<file path="config.mk">
export PLATFORM = sky130hd
export DESIGN_NAME = i2c_slave_tx_flat
export DESIGN_NICKNAME = d
export VERILOG_FILES = /design/src/rtl/i2c_slave_tx_if.sv /design/src/rtl/i2c_slave_tx.sv /design/src/flat_wrapper.sv
export SDC_FILE = /design/constraint.sdc
export NUM_CORES = 1
export LEC_CHECK = 0
export ABC_CLOCK_PERIOD_IN_PS = 5200
export CAP_MARGIN = 0
export CELL_PAD_IN_SITES_DETAIL_PLACEMENT = 0
export CELL_PAD_IN_SITES_GLOBAL_PLACEMENT = 1
export CORE_MARGIN = 10
export CORE_UTILIZATION = 41
export CTS_CLUSTER_DIAMETER = 50
export DETAILED_ROUTE_END_ITERATION = 8
export DONT_BUFFER_PORTS = 1
export PLACE_DENSITY = 0.75
export REMOVE_ABC_BUFFERS = 1
export SETUP_SLACK_MARGIN = 0.1
export SKIP_CTS_REPAIR_TIMING = 1
export SYNTH_ARGS = -nofsm -noshare
export SYNTH_HDL_FRONTEND = slang
export SYNTH_SLANG_ARGS = --single-unit
export TNS_END_PERCENT = 5
</file>
<file path="constraint.sdc">
create_clock -name clk -period 5.2 [get_ports clk]
set_input_delay 1.04 -clock clk [delete_from_list [all_inputs] [get_ports clk]]
set_output_delay 1.04 -clock clk [all_outputs]
set_load 0.02 [all_outputs]
</file>
<file path="src/rtl/i2c_slave_tx_if.sv">
// Bus-side and producer-side signals of the I2C slave transmitter.
// The slave modport is the DUT view; the master modport drives the DUT.
interface i2c_slave_tx_if;
  logic       scl;
  logic       sda_in;
  logic       write_enable;
  logic [7:0] write_data;
  logic       sda_out;
  logic       fifo_empty;
  logic       fifo_full;

  modport slave (
    input  scl, sda_in, write_enable, write_data,
    output sda_out, fifo_empty, fifo_full
  );

  modport master (
    output scl, sda_in, write_enable, write_data,
    input  sda_out, fifo_empty, fifo_full
  );
endinterface

</file>
<file path="src/rtl/i2c_slave_tx.sv">
// Read-only I2C slave transmitter: local producer fills a byte FIFO, an
// external master addresses the slave for read and clocks bytes out MSB-first.
module i2c_slave_tx #(
  parameter logic [6:0]  SLAVE_ADDR = 7'b1111000,
  parameter int unsigned FIFO_DEPTH = 8
) (
  input  logic           clk,
  input  logic           n_rst,
  i2c_slave_tx_if.slave  bus
);

  localparam int unsigned AW = (FIFO_DEPTH > 1) ? $clog2(FIFO_DEPTH) : 1;
  localparam int unsigned CW = AW + 1;
  localparam logic [CW-1:0] DEPTH_C = CW'(FIFO_DEPTH);

  typedef enum logic [2:0] {
    IDLE,
    ADDR,
    ADDR_ACK,
    LOAD,
    SEND,
    MACK
  } state_e;

  // Two synchronizer flops plus one history flop per bus line.
  logic [2:0] scl_pipe_q;
  logic [2:0] sda_pipe_q;
  logic       scl_s, scl_prev, sda_s, sda_prev;
  logic       scl_rise, scl_fall, start_det, stop_det;

  always_ff @(posedge clk) begin
    if (n_rst) begin
      scl_pipe_q <= '1;
      sda_pipe_q <= '1;
    end else begin
      scl_pipe_q <= {scl_pipe_q[1:0], bus.scl};
      sda_pipe_q <= {sda_pipe_q[1:0], bus.sda_in};
    end
  end

  always_comb begin
    scl_s     = scl_pipe_q[1];
    scl_prev  = scl_pipe_q[2];
    sda_s     = sda_pipe_q[1];
    sda_prev  = sda_pipe_q[2];
    scl_rise  = scl_s && !scl_prev;
    scl_fall  = !scl_s && scl_prev;
    start_det = scl_s && scl_prev && sda_prev && !sda_s;
    stop_det  = scl_s && scl_prev && !sda_prev && sda_s;
  end

  // Transmit FIFO
  logic [7:0]    mem_q [FIFO_DEPTH];
  logic [AW-1:0] wr_ptr_q, wr_ptr_d;
  logic [AW-1:0] rd_ptr_q, rd_ptr_d;
  logic [CW-1:0] count_q, count_d;
  logic          empty_q, full_q;
  logic          push, pop, load_fire;
  logic [7:0]    head, load_byte;

  state_e     state_q;
  logic [3:0] bit_cnt_q;
  logic [7:0] shift_q;
  logic [7:0] tx_q;
  logic       sda_out_q;
  logic       ack_q;

  // START/STOP take priority over LOAD, so a pop only happens if LOAD really runs.
  assign load_fire = (state_q == LOAD) && !start_det && !stop_det;
  assign pop       = load_fire && !empty_q;
  assign head      = mem_q[rd_ptr_q];
  assign load_byte = empty_q ? 8'hFF : head;

  always_comb begin
    push     = bus.write_enable && (!full_q || pop);
    wr_ptr_d = wr_ptr_q;
    rd_ptr_d = rd_ptr_q;
    count_d  = count_q;
    if (push) wr_ptr_d = wr_ptr_q + AW'(1);
    if (pop)  rd_ptr_d = rd_ptr_q + AW'(1);
    case ({push, pop})
      2'b10:   count_d = count_q + CW'(1);
      2'b01:   count_d = count_q - CW'(1);
      default: count_d = count_q;
    endcase
  end

  always_ff @(posedge clk) begin
    if (n_rst) begin
      wr_ptr_q <= '0;
      rd_ptr_q <= '0;
      count_q  <= '0;
      empty_q  <= 1'b1;
      full_q   <= 1'b0;
    end else begin
      wr_ptr_q <= wr_ptr_d;
      rd_ptr_q <= rd_ptr_d;
      count_q  <= count_d;
      empty_q  <= (count_d == '0);
      full_q   <= (count_d == DEPTH_C);
    end
  end

  always_ff @(posedge clk) begin
    if (!n_rst && push) mem_q[wr_ptr_q] <= bus.write_data;
  end

  // Protocol FSM; sda_out only moves after a detected SCL fall or START/STOP.
  always_ff @(posedge clk) begin
    if (n_rst) begin
      state_q   <= IDLE;
      bit_cnt_q <= '0;
      shift_q   <= '0;
      tx_q      <= '0;
      sda_out_q <= 1'b1;
      ack_q     <= 1'b0;
    end else if (start_det) begin
      state_q   <= ADDR;
      bit_cnt_q <= '0;
      sda_out_q <= 1'b1;
    end else if (stop_det) begin
      state_q   <= IDLE;
      sda_out_q <= 1'b1;
    end else begin
      case (state_q)
        IDLE: begin
          sda_out_q <= 1'b1;
        end
        ADDR: begin
          if (scl_rise && bit_cnt_q < 4'd8) begin
            shift_q   <= {shift_q[6:0], sda_s};
            bit_cnt_q <= bit_cnt_q + 4'd1;
          end else if (scl_fall && bit_cnt_q == 4'd8) begin
            if (shift_q[7:1] == SLAVE_ADDR && shift_q[0]) begin
              sda_out_q <= 1'b0;
              state_q   <= ADDR_ACK;
            end else begin
              sda_out_q <= 1'b1;
              state_q   <= IDLE;
            end
          end
        end
        ADDR_ACK: begin
          if (scl_fall) state_q <= LOAD;
        end
        LOAD: begin
          tx_q      <= load_byte;
          sda_out_q <= load_byte[7];
          bit_cnt_q <= '0;
          state_q   <= SEND;
        end
        SEND: begin
          if (scl_fall) begin
            if (bit_cnt_q == 4'd7) begin
              sda_out_q <= 1'b1;
              ack_q     <= 1'b0;
              state_q   <= MACK;
            end else begin
              tx_q      <= {tx_q[6:0], 1'b0};
              sda_out_q <= tx_q[6];
              bit_cnt_q <= bit_cnt_q + 4'd1;
            end
          end
        end
        MACK: begin
          if (scl_rise) begin
            if (sda_s) state_q <= IDLE;
            else       ack_q   <= 1'b1;
          end else if (scl_fall && ack_q) begin
            state_q <= LOAD;
          end
        end
        default: begin
          state_q   <= IDLE;
          sda_out_q <= 1'b1;
        end
      endcase
    end
  end

  assign bus.sda_out    = sda_out_q;
  assign bus.fifo_empty = empty_q;
  assign bus.fifo_full  = full_q;

endmodule

</file>
<file path="src/flat_wrapper.sv">
// flat-port wrapper written by rule: the top's interface ports become plain ports
module i2c_slave_tx_flat 
#(
  parameter logic [6:0]  SLAVE_ADDR = 7'b1111000,
  parameter int unsigned FIFO_DEPTH = 8
)
  (clk, n_rst, bus_scl, bus_sda_in, bus_write_enable, bus_write_data, bus_sda_out, bus_fifo_empty, bus_fifo_full);
  i2c_slave_tx_if bus_i ();
  input  logic clk;
  input  logic n_rst;
  input wire logic [$bits(bus_i.scl)-1:0] bus_scl;
  input wire logic [$bits(bus_i.sda_in)-1:0] bus_sda_in;
  input wire logic [$bits(bus_i.write_enable)-1:0] bus_write_enable;
  input wire logic [$bits(bus_i.write_data)-1:0] bus_write_data;
  output wire logic [$bits(bus_i.sda_out)-1:0] bus_sda_out;
  output wire logic [$bits(bus_i.fifo_empty)-1:0] bus_fifo_empty;
  output wire logic [$bits(bus_i.fifo_full)-1:0] bus_fifo_full;
  assign bus_i.scl = bus_scl;
  assign bus_i.sda_in = bus_sda_in;
  assign bus_i.write_enable = bus_write_enable;
  assign bus_i.write_data = bus_write_data;
  assign bus_sda_out = bus_i.sda_out;
  assign bus_fifo_empty = bus_i.fifo_empty;
  assign bus_fifo_full = bus_i.fifo_full;
  i2c_slave_tx #(.SLAVE_ADDR(SLAVE_ADDR), .FIFO_DEPTH(FIFO_DEPTH)) u_core (.clk(clk), .n_rst(n_rst), .bus(bus_i));
endmodule
</file>
## After elaboration in Yosys (flattened, before gate mapping)

Memory sizes are Yosys's and may differ from the RTL's. A register that Yosys moved wholly into a read port is not among the register bits.
Cells that the tools add are included.

- Order comparisons: 1
- Mux-type cells: 36
- Bitwise gates (word level): 4
- Add/sub/neg operators: 5
- Reduce and logical (&&, ||, !) cells: 41
- Equal/unequal tests: 30

Operators by type and width:

| kind | number |
|---|---|
| two-way mux 3 bit | 10 |
| case mux 3 bit (6 select lines) | 1 |
| logical AND 1 bit | 16 |
| inequality test 4 x 1 -> 1 bit (second input constant) | 4 |
| AND reduction 8 bit | 2 |
| two-way mux 7 bit | 2 |
| case mux 7 bit (2 select lines) | 1 |
| two-way mux 1 bit | 13 |
| two-way mux 4 bit | 3 |
| inequality test 2 x 1 -> 1 bit (second input constant) | 6 |
| case mux 4 bit (3 select lines) | 1 |
| AND reduction 5 bit | 2 |
| zero test 1 bit | 9 |
| adder 4 x 1 -> 4 bit (second input constant) | 2 |
| == test 4 bit (second input constant) | 2 |
| two-way mux 8 bit | 1 |
| case mux 4 bit (2 select lines) | 1 |
| AND reduction 4 bit | 2 |
| == test 7 bit (second input constant) | 1 |
| AND reduction 7 bit | 1 |
| adder 3 x 1 -> 3 bit (second input constant) | 2 |
| == test 3 x 2 -> 1 bit (second input constant) | 2 |
| == test 3 bit (second input constant) | 2 |
| inequality test 2 bit (second input constant) | 3 |
| other kinds (22) | 28 |

- Input port bits: 13
- RAM bits: 64
- Memories kept: 1
- Register bits: 42
- Output and inout bits: 3

Memory list:

| name | words | width | rd ports | clocked after memory_dff | write ports | RTL line | text |
|---|---|---|---|---|---|---|---|
| u_core.mem_q | 8 | 8 | 1 | 1 | 1 | i2c_slave_tx.sv:53 | `logic [7:0] mem_q [FIFO_DEPTH];` |

## Depth between registers and ports, before layout

Gate-level depths: netlist (run 1).

- Depth in word-level cells: 12
- Gate-level depth with buffers: 12
- Mapped depth without buffers: 11

## Worst setup path after synthesis (run 1)

OpenSTA, ideal clock, no wires.

- Kind: input to register
- Start point: input n_rst
- End point: memory u_core.mem_q[0][0] (enable)
- Data arrival time: 2,265 ps
- Library setup time: 398 ps
- Setup slack: 2,537 ps
- Stages: 3
- Required time: 4,802 ps
- Path buffers: 1
- Cell sequence: clkbuf_1 nor2_1 nor4b_1

- Cells in the longest elaborated chain, start to end: 4

RTL lines:

| what | RTL line | text |
|---|---|---|
| from (decl) | flat_wrapper.sv:10 | `input logic n_rst;` |
| zero test 1 bit | i2c_slave_tx.sv:105 | `if (!n_rst && push) mem_q[wr_ptr_q] <= bus.write_data;` |
| logical AND 1 bit | i2c_slave_tx.sv:105 |  |
| two-way mux 1 bit | i2c_slave_tx.sv:105 |  |
| two-way mux 1 bit (not written as such) | i2c_slave_tx.sv:105 |  |
| to (decl) | i2c_slave_tx.sv:53 |  |

No other way between the ends.

## Final worst setup path (run 1)

- Start point: register u_core.state_q[2]
- End point: register u_core.full_q, in the netlist u_core.bus.fifo_full

- Cells in the longest elaborated chain, start to end: 9

RTL lines:

| what | RTL line | text |
|---|---|---|
| from (decl) | i2c_slave_tx.sv:61 | `state_e state_q;` |
| from (signal assigned) | i2c_slave_tx.sv:111 | `state_q <= IDLE;` |
| from (signal assigned) | i2c_slave_tx.sv:118 | `state_q <= ADDR;` |
| from (signal assigned) | i2c_slave_tx.sv:122 | `state_q <= IDLE;` |
| == test 3 x 2 -> 1 bit (*) | i2c_slave_tx.sv:69 | `assign load_fire = (state_q == LOAD) && !start_det && !stop_det;` |
| logical AND 1 bit (*) (2 in series) | i2c_slave_tx.sv:69 |  |
| logical AND 1 bit (*) | i2c_slave_tx.sv:70 | `assign pop = load_fire && !empty_q;` |
| net u_core.pop | i2c_slave_tx.sv:58 | `logic push, pop, load_fire;` |
| logical OR 1 bit | i2c_slave_tx.sv:75 | `push = bus.write_enable && (!full_q \|\| pop);` |
| logical AND 1 bit | i2c_slave_tx.sv:75 |  |
| == test 2 x 1 -> 1 bit / == test 2 bit (equally long branches) | i2c_slave_tx.sv:81 | `case ({push, pop})` |
| case mux 4 bit (2 select lines) (*) | i2c_slave_tx.sv:81 |  |
| == test 4 bit (*) | i2c_slave_tx.sv:100 | `full_q <= (count_d == DEPTH_C);` |
| to (signal assigned) | i2c_slave_tx.sv:100 |  |
| to (decl) | i2c_slave_tx.sv:57 | `logic empty_q, full_q;` |

The timed path passes the listed nets; every way through them passes the cells marked *.
A chain may end at the register's enable or synchronous reset.

==> impl_metrics.csv, run 1 <==
group,metric,value,unit
sta,holdWs,0.412,ns
synth,synth_top_area_share,40.5,%
floorplanning,initial_core_util,41.7,%
sta,relSlewSlack,28.7,%
power_and_ir_drop,swShare,26.9,%
setup_path,r2r_slack,2.04,ns
placed_design,dp_hpwl,5.67,mm
route,drc_errors,0,
synth,synth.avg_cell_area,13.2,sq um
power_and_ir_drop,power.total,2.02,mW
cells_and_area,final_nets,379,
setup_path,critPathArrivalTime,3.42,ns
power_and_ir_drop,p_leak,1.66,nW
floorplanning,die_w,128,microns
sta,skew,0.00484,ns
sta,tightest_slew,1.07,ns
power_and_ir_drop,p_comb_share,15.6,%
grt,grt_pass1_vias,2633,
sta,tns,0,ns
sta,hold_viol_final,0,
sta,finalMaxSlewViolations,0,
clock_network,clk_pin_slew_worst_paths,0.07,ns
route,drt-vias-per-instance,5.48,
grt,use_met3,3.23,%
cells_and_area,post-route-util,45.5,%
grt,grt_busiest_layer,"met2",
grt,grt_pass1_wl,14.0,mm
synth,netlist_top_cells_count,"64 x edfxtp_1, 45 x dfxtp_1, 26 x a21oi_1",
power_and_ir_drop,vdd_drop_max,0.226,mV
route,vias,2769,
sta,setup_viol,0,
placed_design,io_buffers,0,
clock_network,clkSinkCount,109,
grt,globalRouteOverflowTotal,0,
sta,rsz0062_at_grt,"false",
synth,synth.area.top_cells,"edfxtp_1 40%, dfxtp_1 19%, mux4_2 7.1%",
route,first_pass_iters,4,
setup_path,startpoint,"u_core.state_q[2]",
floorplanning,core_area,11400,sq um
cells_and_area,syn_to_final_growth,8.99,%
synth,ys_warn_count,0,
cells_and_area,finalInstanceArea,5170,sq um
flow_run,maxCapViolations,0,
power_and_ir_drop,p_seq_share,50.5,%
clock_network,cts.path.max_buffers,2,
synth,synth_top_flop_cell,"edfxtp_1",
setup_path,cp-start-kind,"flop",
route,ant_nets,0,
route,wire_per_inst,17.0,microns
setup_path,r2r_cells,11,
floorplanning,pin_count,16,
route,routed_wl,8.61,mm
synth,synth_top_cell_by_area,"edfxtp_1",
cells_and_area,final_cell_count_no_fill,505,
clock_network,worstSkewPairLatency,0.35,ns
setup_path,timing.rr.end,"u_core.bus.fifo_full",
placed_design,placed_area,4880,sq um
synth,synth.cell_area,4750,sq um
cells_and_area,nFillCells,1024,
clock_network,cts_made_buffers,9,
worst_hold_path,hold_class,"flop to flop",
cells_and_area,drive_above_1_share,15.2,%
synth,synthCells,359,
sta,fmax,0.316,GHz
placed_design,dpl.cell_count,490,
grt,globalRouteTotalUtil,11.0,%
synth,yosysMostFrequentCell,"edfxtp_1",
floorplanning,dieArea,16300,sq um
sta,fin_crit_sh,60.8,%
clock_network,cts_tree,"done",
synth,synth_edf_count,64,
synth,async_reset_ff_share,0,%
cells_and_area,antenna_cells,0,
setup_path,cp_max_fo,16,
placed_design,globalplace.congestion,0.786,
sta,final.min_clock_period,3.16,ns
setup_path,critPathKind,"flop to flop",
power_and_ir_drop,p_int,1.48,mW
floorplanning,die_height,128,microns
setup_path,endpoint_kind,"flop",
setup_path,required,5.46,ns
route,drt_iter0_drc,167,
setup_path,crit_end,"u_core.bus.fifo_full",
power_and_ir_drop,p_switching,0.543,mW
grt,met1_usage,13.3,%
floorplanning,std_cell_rows,39,
status,run_status,"complete, no violations",
setup_path,r2r-start,"u_core.state_q[2]",
grt,antenna_found_initial,0,
synth,synth_seq_cells,109,
power_and_ir_drop,p_per_area,390,nW/um^2
sta,postLayoutSetupSlackWorst,2.04,ns
synth,yosysSeqAreaShare,59.5,%
clock_network,cts_max_level,3,
placed_design,place_ws,2.08,ns
grt,use_met2,17.7,%
power_and_ir_drop,clkPwrFrac,33.9,%
synth,synth_cell_types,61,
clock_network,root_buffer,"clkbuf_16",
grt,grt_max_degree,38,
==> state kept, by name (all words and copies together) (netlist names), named ones only <==
register / flops
u_core.shift_q: 8
u_core.bus.sda_out: 1
u_core.tx_q: 7
u_core.mem_q: 64
u_core.sda_pipe_q: 3
u_core.state_q: 3
u_core.bit_cnt_q: 4
u_core.ack_q: 1
u_core.scl_pipe_q: 3
u_core.bus.fifo_full: 1
u_core.count_q: 4
u_core.rd_ptr_q: 3
u_core.wr_ptr_q: 3
u_core.bus.fifo_empty: 1
==> area by class of cell <==
cell class              count  area (sq um)  area share [%]
flip-flops and latches    109          2820            54.6
repair buffers              4          30.0           0.581
multi-input cells         227          1820            35.2
clock buffers               9           225            4.35
well taps                 143           179            3.46
clock inverters             6          70.1            1.35
inverters                   7          26.3           0.508
==> power by group through the flow <==
stage	Combinational (mW)	Clock (mW)	Sequential, mW
2_1_floorplan	0.250	0	1.02
3_3_place_gp	0.316	0	1.03
3_5_place_dp	0.310	0	1.04
4_1_cts	0.314	0.700	1.02
5_1_grt	0.351	0.732	1.03
6_report	0.316	0.684	1.02
==> layout by cell type (no fill, tap or decap), types with 4 or more instances in the layout <==
master,count
nand2_1,18
nor2_1,24
mux2i_1,14
buf_4,4
or2_2,6
dfxtp_1,45
nand3b_1,5
inv_1,7
edfxtp_1,64
nand2b_1,9
mux4_2,15
ha_1,8
nor2b_1,9
xnor2_1,4
nand3_1,14
clkbuf_16,9
xor2_1,6
a21oi_1,26
a22o_1,6
o21ai_0,6
nor3_1,5
a211oi_1,5
==> worst min path at each step <==
stage,from,end,cells past startpoint
after global placement,u_core.sda_pipe_q[0],u_core.sda_pipe_q[1],1
after detailed placement,u_core.sda_pipe_q[0],u_core.sda_pipe_q[1],1
after floorplan,u_core.scl_pipe_q[0],u_core.scl_pipe_q[1],1
final,u_core.sda_pipe_q[0],u_core.sda_pipe_q[1],1
after global routing,u_core.sda_pipe_q[0],u_core.sda_pipe_q[1],1
after CTS,u_core.sda_pipe_q[0],u_core.sda_pipe_q[1],1
==> critical path, cell delays in order (launching register included) <==
cell and delay, ns:
dfxtp_1 0.46, nand3b_2 0.39, a311oi_4 0.55, o21ai_4 0.17
ha_1 0.28, xor2_1 0.18, ha_1 0.20, a21oi_1 0.15
xor2_1 0.16, nor2_1 0.06, xnor2_1 0.22, nor4bb_1 0.24
==> cell families after synthesis <==
logic type | synth area share [%]
and+or+nand+nor | 13.8
DFF | 59.5
AOI/OAI and AO/OA | 9.83
muxes | 10.1
buffers and inverters | 2.32
xor gates and xnor gates | 2.43
adders and majority gates | 2.11
==> routing by layer <==
layer,vias to the layer above,share of wire (%)
li1,1355,-
met1,1368,46
met2,34,49
met3,12,3.6
met4,0,1.7
met5,-,0
(Power assumes the default switching activity.)
==> run 2: changes to the inputs <==
--- a/config.mk
+++ b/config.mk
@@ -5,7 +5,7 @@
 export SDC_FILE = /design/constraint.sdc
 export NUM_CORES = 1
 export LEC_CHECK = 0
-export ABC_CLOCK_PERIOD_IN_PS = 5200
+export ABC_CLOCK_PERIOD_IN_PS = 3200
 export CAP_MARGIN = 0
 export CELL_PAD_IN_SITES_DETAIL_PLACEMENT = 0
 export CELL_PAD_IN_SITES_GLOBAL_PLACEMENT = 1
==> constraint.sdc (replaced) <==
create_clock -name clk -period 3.2 [get_ports clk]
set_input_delay 0.64 -clock clk [delete_from_list [all_inputs] [get_ports clk]]
set_output_delay 0.64 -clock clk [all_outputs]
set_load 0.02 [all_outputs]
==> run 2 against run 1 <==
Against the previous run:
- first-iteration DRC count up 10%
- clock power is 62% higher
- die area unchanged
- register-to-register slack worse by 1.6 ns
- final cell count up 2.0%
- via count rose by 1.6%
- clock skew rose by 0.0025 ns
- global-route usage rose by 0.76 points
- combinational power grew 75%
- critical endpoint unchanged
- largest power group unchanged
==> impl_metrics.csv, run 2 (synthesis results as in run 1) <==
group,metric,value,unit
status,run_status,"complete, no violations",
clock_network,cts.path.max_buffers,2,
route,drt-vias-per-instance,5.46,
setup_path,crit_buf_inv,0,
power_and_ir_drop,p_int,2.35,mW
placed_design,globalplace.congestion,0.775,
floorplanning,initial_core_util,41.7,%
flow_run,maxCapViolations,0,
setup_path,max_stage_delay,0.55,ns
power_and_ir_drop,p_per_area,628,nW/um^2
grt,grt_pass1_wl,15.0,mm
setup_path,cp_max_fo,9,
route,ant_nets,0,
sta,fmax,0.359,GHz
floorplanning,pin_count,16,
power_and_ir_drop,swShare,28.6,%
grt,grt_max_degree,38,
floorplanning,core_area,11400,sq um
clock_network,root_buffer,"clkbuf_16",
grt,globalRouteTotalUtil,11.7,%
power_and_ir_drop,vdd_drop_max,0.405,mV
sta,tns,0,ns
sta,setup_viol,0,
clock_network,clk_pin_slew_worst_paths,0.08,ns
setup_path,endpoint_kind,"flop",
setup_path,required,3.46,ns
sta,skew,0.00735,ns
grt,antenna_found_initial,0,
cells_and_area,nFillCells,1020,
cells_and_area,final_cell_count_no_fill,515,
setup_path,cp_top_family,"XOR/XNOR gates",
setup_path,crit_chain,"xor2_4 > a311oi_4 > o21ai_4 > ha_1 > xor2_1 > ha_1 > a21oi_1 > xor2_1 > nor2_1 > xnor2_1 > nor4bb_1",
grt,grt_pass1_vias,2910,
sta,hold_viol_final,0,
route,drc_errors,0,
placed_design,dp_hpwl,5.88,mm
grt,use_met3,3.06,%
route,drt_iter0_drc,184,
route,vias,2812,
worst_hold_path,hold_class,"input port to flop",
grt,use_met2,18.5,%
power_and_ir_drop,p_comb_share,16.8,%
setup_path,crit_slowest_cell,"dfxtp_1",
cells_and_area,largest-register,"u_core.mem_q",
sta,holdWs,0.347,ns
clock_network,cts_made_buffers,9,
sta,fin_crit_sh,87.2,%
cells_and_area,largest_reg_flops,64,
sta,relSlewSlack,42.6,%
cells_and_area,final_cell_mix,"64 x edfxtp_1, 43 x dfxtp_1, 26 x a21oi_1",
route,first_pass_iters,4,
power_and_ir_drop,p_switching,0.940,mW
sta,tightest_slew,0.857,ns
clock_network,worstSkewPairLatency,0.36,ns
floorplanning,die_w,128,microns
floorplanning,dieArea,16300,sq um
setup_path,cp-start-kind,"flop",
grt,globalRouteOverflowTotal,0,
setup_path,critPathKind,"flop to flop",
sta,finalMaxSlewViolations,0,
cells_and_area,final_nets,388,
sta,rsz0062_at_grt,"false",
floorplanning,std_cell_rows,39,
clock_network,clkSinkCount,109,
cells_and_area,syn_to_final_growth,10.4,%
grt,grt_busiest_layer,"met2",
placed_design,io_buffers,0,
cells_and_area,top_regs,"u_core.mem_q x64, u_core.shift_q x8, u_core.tx_q x7",
power_and_ir_drop,p_seq_share,49.6,%
cells_and_area,antenna_cells,0,
route,routed_wl,8.85,mm
power_and_ir_drop,clkPwrFrac,33.6,%
setup_path,critPathArrivalTime,3.05,ns
clock_network,cts_tree,"done",
floorplanning,die_height,128,microns
cells_and_area,drive_above_1_share,17.7,%
placed_design,dpl.cell_count,499,
clock_network,cts_max_level,3,
route,wire_per_inst,17.2,microns
sta,final.min_clock_period,2.79,ns
grt,met1_usage,14.4,%
cells_and_area,layout_commonest_cell,"edfxtp_1",
power_and_ir_drop,p_leak,1.71,nW
## run 2: routing by layer
| metal | wire length, microns | vias to the layer above | part of all wire, % |
|---|---|---|---|
| met3 | 277 | 15 | 3.1 |
| met5 | 0 | - | 0 |
| met2 | 4300 | 33 | 49 |
| met4 | 221 | 0 | 2.5 |
| met1 | 4050 | 1392 | 46 |
| li1 | - | 1372 | - |
## run 2: worst paths after layout
| kind | slack [ns] | depth (start not counted) | start | endpoint |
|---|---|---|---|---|
| worst max-delay path | 0.41 | 11 | u_core.sda_pipe_q[1] | u_core.bus.fifo_full |
| worst min-delay path | 0.35 | 1 | n_rst | u_core.wr_ptr_q[2] |
| worst max register to register | 0.41 | 11 | u_core.sda_pipe_q[1] | u_core.bus.fifo_full |
| worst min register to register | 0.41 | 1 | u_core.sda_pipe_q[0] | u_core.sda_pipe_q[1] |
## run 2: layout make-up
type | instances | area [sq um] | share of cell area [%]
multi-input combinational | 227 | 1820 | 34.7
timing repair buffer | 13 | 97.6 | 1.86
inverter | 7 | 26.3 | 0.501
clock inverter | 7 | 68.8 | 1.31
tap | 143 | 179 | 3.41
clock buffer | 9 | 225 | 4.30
sequential | 109 | 2830 | 53.9
## run 2: power groups by stage
stage | Sequential [mW] | Combinational (mW) | Clock, mW
floorplan | 1.66 | 0.406 | 0
detailed placement | 1.66 | 0.547 | 0
global route | 1.65 | 0.630 | 1.19
global placement | 1.66 | 0.549 | 0
finish | 1.63 | 0.553 | 1.11
CTS | 1.63 | 0.551 | 1.13
## run 2: stage by stage
step | power (mW) | instance area, sq um | worst slack [ns] | utilization [%]
after floorplan | 2.07 | 4660 | 0.455 | -
after global routing | 3.46 | 5240 | 0.125 | 46.1
after CTS | 3.31 | 5240 | 0.318 | 46.1
after global placement | 2.21 | 4940 | 0.441 | 43.5
final | 3.29 | 5240 | 0.411 | 46.1
after detailed placement | 2.21 | 4940 | 0.377 | 43.5
==> run 3: changes to the inputs <==
--- a/config.mk
+++ b/config.mk
@@ -9,6 +9,7 @@
 export CAP_MARGIN = 0
 export CELL_PAD_IN_SITES_DETAIL_PLACEMENT = 0
 export CELL_PAD_IN_SITES_GLOBAL_PLACEMENT = 1
+export CORE_ASPECT_RATIO = 1.4
 export CORE_MARGIN = 10
 export CORE_UTILIZATION = 41
 export CTS_CLUSTER_DIAMETER = 50
==> run 3 against run 2 <==
Against the previous run:
- final area grew 0.88%
- critical path depth did not move
- fmax shrank 2.8%
- final cell count is 0.78% higher
- total power grew 2.0%
- flip-flop and latch count stayed put
- clock power rose by 5%
- critical endpoint unchanged
- highest routed layer unchanged
==> impl_metrics.csv, run 3 (synthesis results as in run 1) <==
group,metric,value,unit
clock_network,cts_tree,"done",
status,run_status,"complete, no violations",
clock_network,clk_pin_slew_worst_paths,0.08,ns
clock_network,cts_max_level,3,
setup_path,required,3.47,ns
route,drt_iter0_drc,124,
route,drt-vias-per-instance,5.54,
floorplanning,initial_core_util,41.9,%
cells_and_area,antenna_cells,0,
cells_and_area,syn_to_final_growth,11.4,%
floorplanning,die_height,147,microns
setup_path,critPathKind,"flop to flop",
power_and_ir_drop,p_leak,1.74,nW
cells_and_area,top_regs,"u_core.mem_q x64, u_core.shift_q x8, u_core.tx_q x7",
sta,setup_viol,0,
route,ant_nets,0,
grt,grt_pass1_vias,2913,
sta,skew,0.0118,ns
clock_network,cts.path.max_buffers,2,
floorplanning,dieArea,16300,sq um
sta,final.min_clock_period,2.87,ns
power_and_ir_drop,vdd_drop_max,0.336,mV
setup_path,critPathArrivalTime,3.14,ns
cells_and_area,multi_input_area,1820,sq um
setup_path,crit_slowest_cell,"dfxtp_1",
cells_and_area,ff_latch_area,2820,sq um
grt,grt_max_degree,38,
floorplanning,std_cell_rows,46,
cells_and_area,drive_above_1_share,18.1,%
sta,hold_viol_final,0,
sta,finalMaxSlewViolations,0,
sta,tns,0,ns
worst_hold_path,hold_class,"input port to flop",
placed_design,io_buffers,0,
setup_path,cp-start-kind,"flop",
cells_and_area,nFillCells,962,
cells_and_area,layout_commonest_cell,"edfxtp_1",
route,drc_errors,0,
cells_and_area,largest_reg_flops,64,
sta,relSlewSlack,46.9,%
grt,globalRouteTotalUtil,11.6,%
placed_design,dp_hpwl,6.24,mm
setup_path,crit_chain,"nand3b_2 > a311oi_4 > o21ai_4 > ha_1 > xor2_1 > ha_1 > a21oi_1 > xor2_1 > nor2_1 > xnor2_1 > nor4bb_1",
clock_network,cts_made_buffers,9,
floorplanning,core_area,11300,sq um
floorplanning,die_w,111,microns
sta,fin_crit_sh,89.7,%
sta,fmax,0.348,GHz
flow_run,maxCapViolations,0,
grt,grt_pass1_wl,15.3,mm
route,routed_wl,9.26,mm
clock_network,worstSkewPairLatency,0.36,ns
setup_path,endpoint_kind,"flop",
clock_network,clkSinkCount,109,
grt,globalRouteOverflowTotal,0,
cells_and_area,final_nets,391,
setup_path,crit_buf_inv,0,
floorplanning,pin_count,16,
cells_and_area,final_cell_mix,"64 x edfxtp_1, 45 x dfxtp_1, 26 x a21oi_1",
route,vias,2873,
sta,tightest_slew,0.795,ns
route,wire_per_inst,17.8,microns
grt,antenna_found_initial,0,
route,first_pass_iters,4,
setup_path,max_stage_delay,0.56,ns
placed_design,globalplace.congestion,0.801,
power_and_ir_drop,power.total,3.36,mW
sta,rsz0062_at_grt,"false",
clock_network,root_buffer,"clkbuf_16",
cells_and_area,largest-register,"u_core.mem_q",
power_and_ir_drop,p_per_area,635,nW/um^2
setup_path,cp_top_family,"compound AO/OA/AOI/OAI gates",
setup_path,cp_max_fo,12,
run 3: changes by cell type in the layout (fill, tap and decap cells not counted), sizes merged:
cell    change
clkinv      -1
inv         +1
buf         +3
run 3: per-layer routing:
layer | track usage [%] | up-vias | part of all wire, %
met5 | 0 | - | 0
met4 | 5.48 | 0 | 2.9
met3 | 3.55 | 20 | 4.4
met2 | 20.2 | 53 | 53
met1 | 12.6 | 1422 | 40
li1 | - | 1378 | -
run 3: layout make-up:
class,count,area share (%)
sequential,109,53.4
inverter,7,0.497
clock buffer,9,4.26
timing repair buffer,16,2.27
clock inverter,7,1.77
tap,144,3.41
multi-input combinational,227,34.4
run 3: stage by stage:
step	setup WS, ns	area [sq um]	instances	hold WS, ns	util (%)
6_report	0.330	5290	519	0.337	46.6
5_1_grt	0.147	5290	519	0.331	46.6
3_5_place_dp	0.326	4970	503	0.397	43.8
3_3_place_gp	0.437	4970	503	0.392	43.8
4_1_cts	0.326	5290	519	0.334	46.6
2_1_floorplan	0.455	4660	343	0.389	-
run 3: final timing paths:
kind,slack [ns],from,cells after the start,endpoint
min,0.34,n_rst,1,u_core.shift_q[7]
min reg2reg,0.41,u_core.scl_pipe_q[0],1,u_core.scl_pipe_q[1]
max,0.33,u_core.state_q[0],11,u_core.bus.fifo_full
max reg2reg,0.33,u_core.state_q[0],11,u_core.bus.fifo_full
run 3: where the power goes:
part | internal (mW) | switching [mW]
combinational | 0.250 | 0.317
sequential | 1.56 | 0.0765
clock | 0.574 | 0.582
total | 2.38 | 0.976
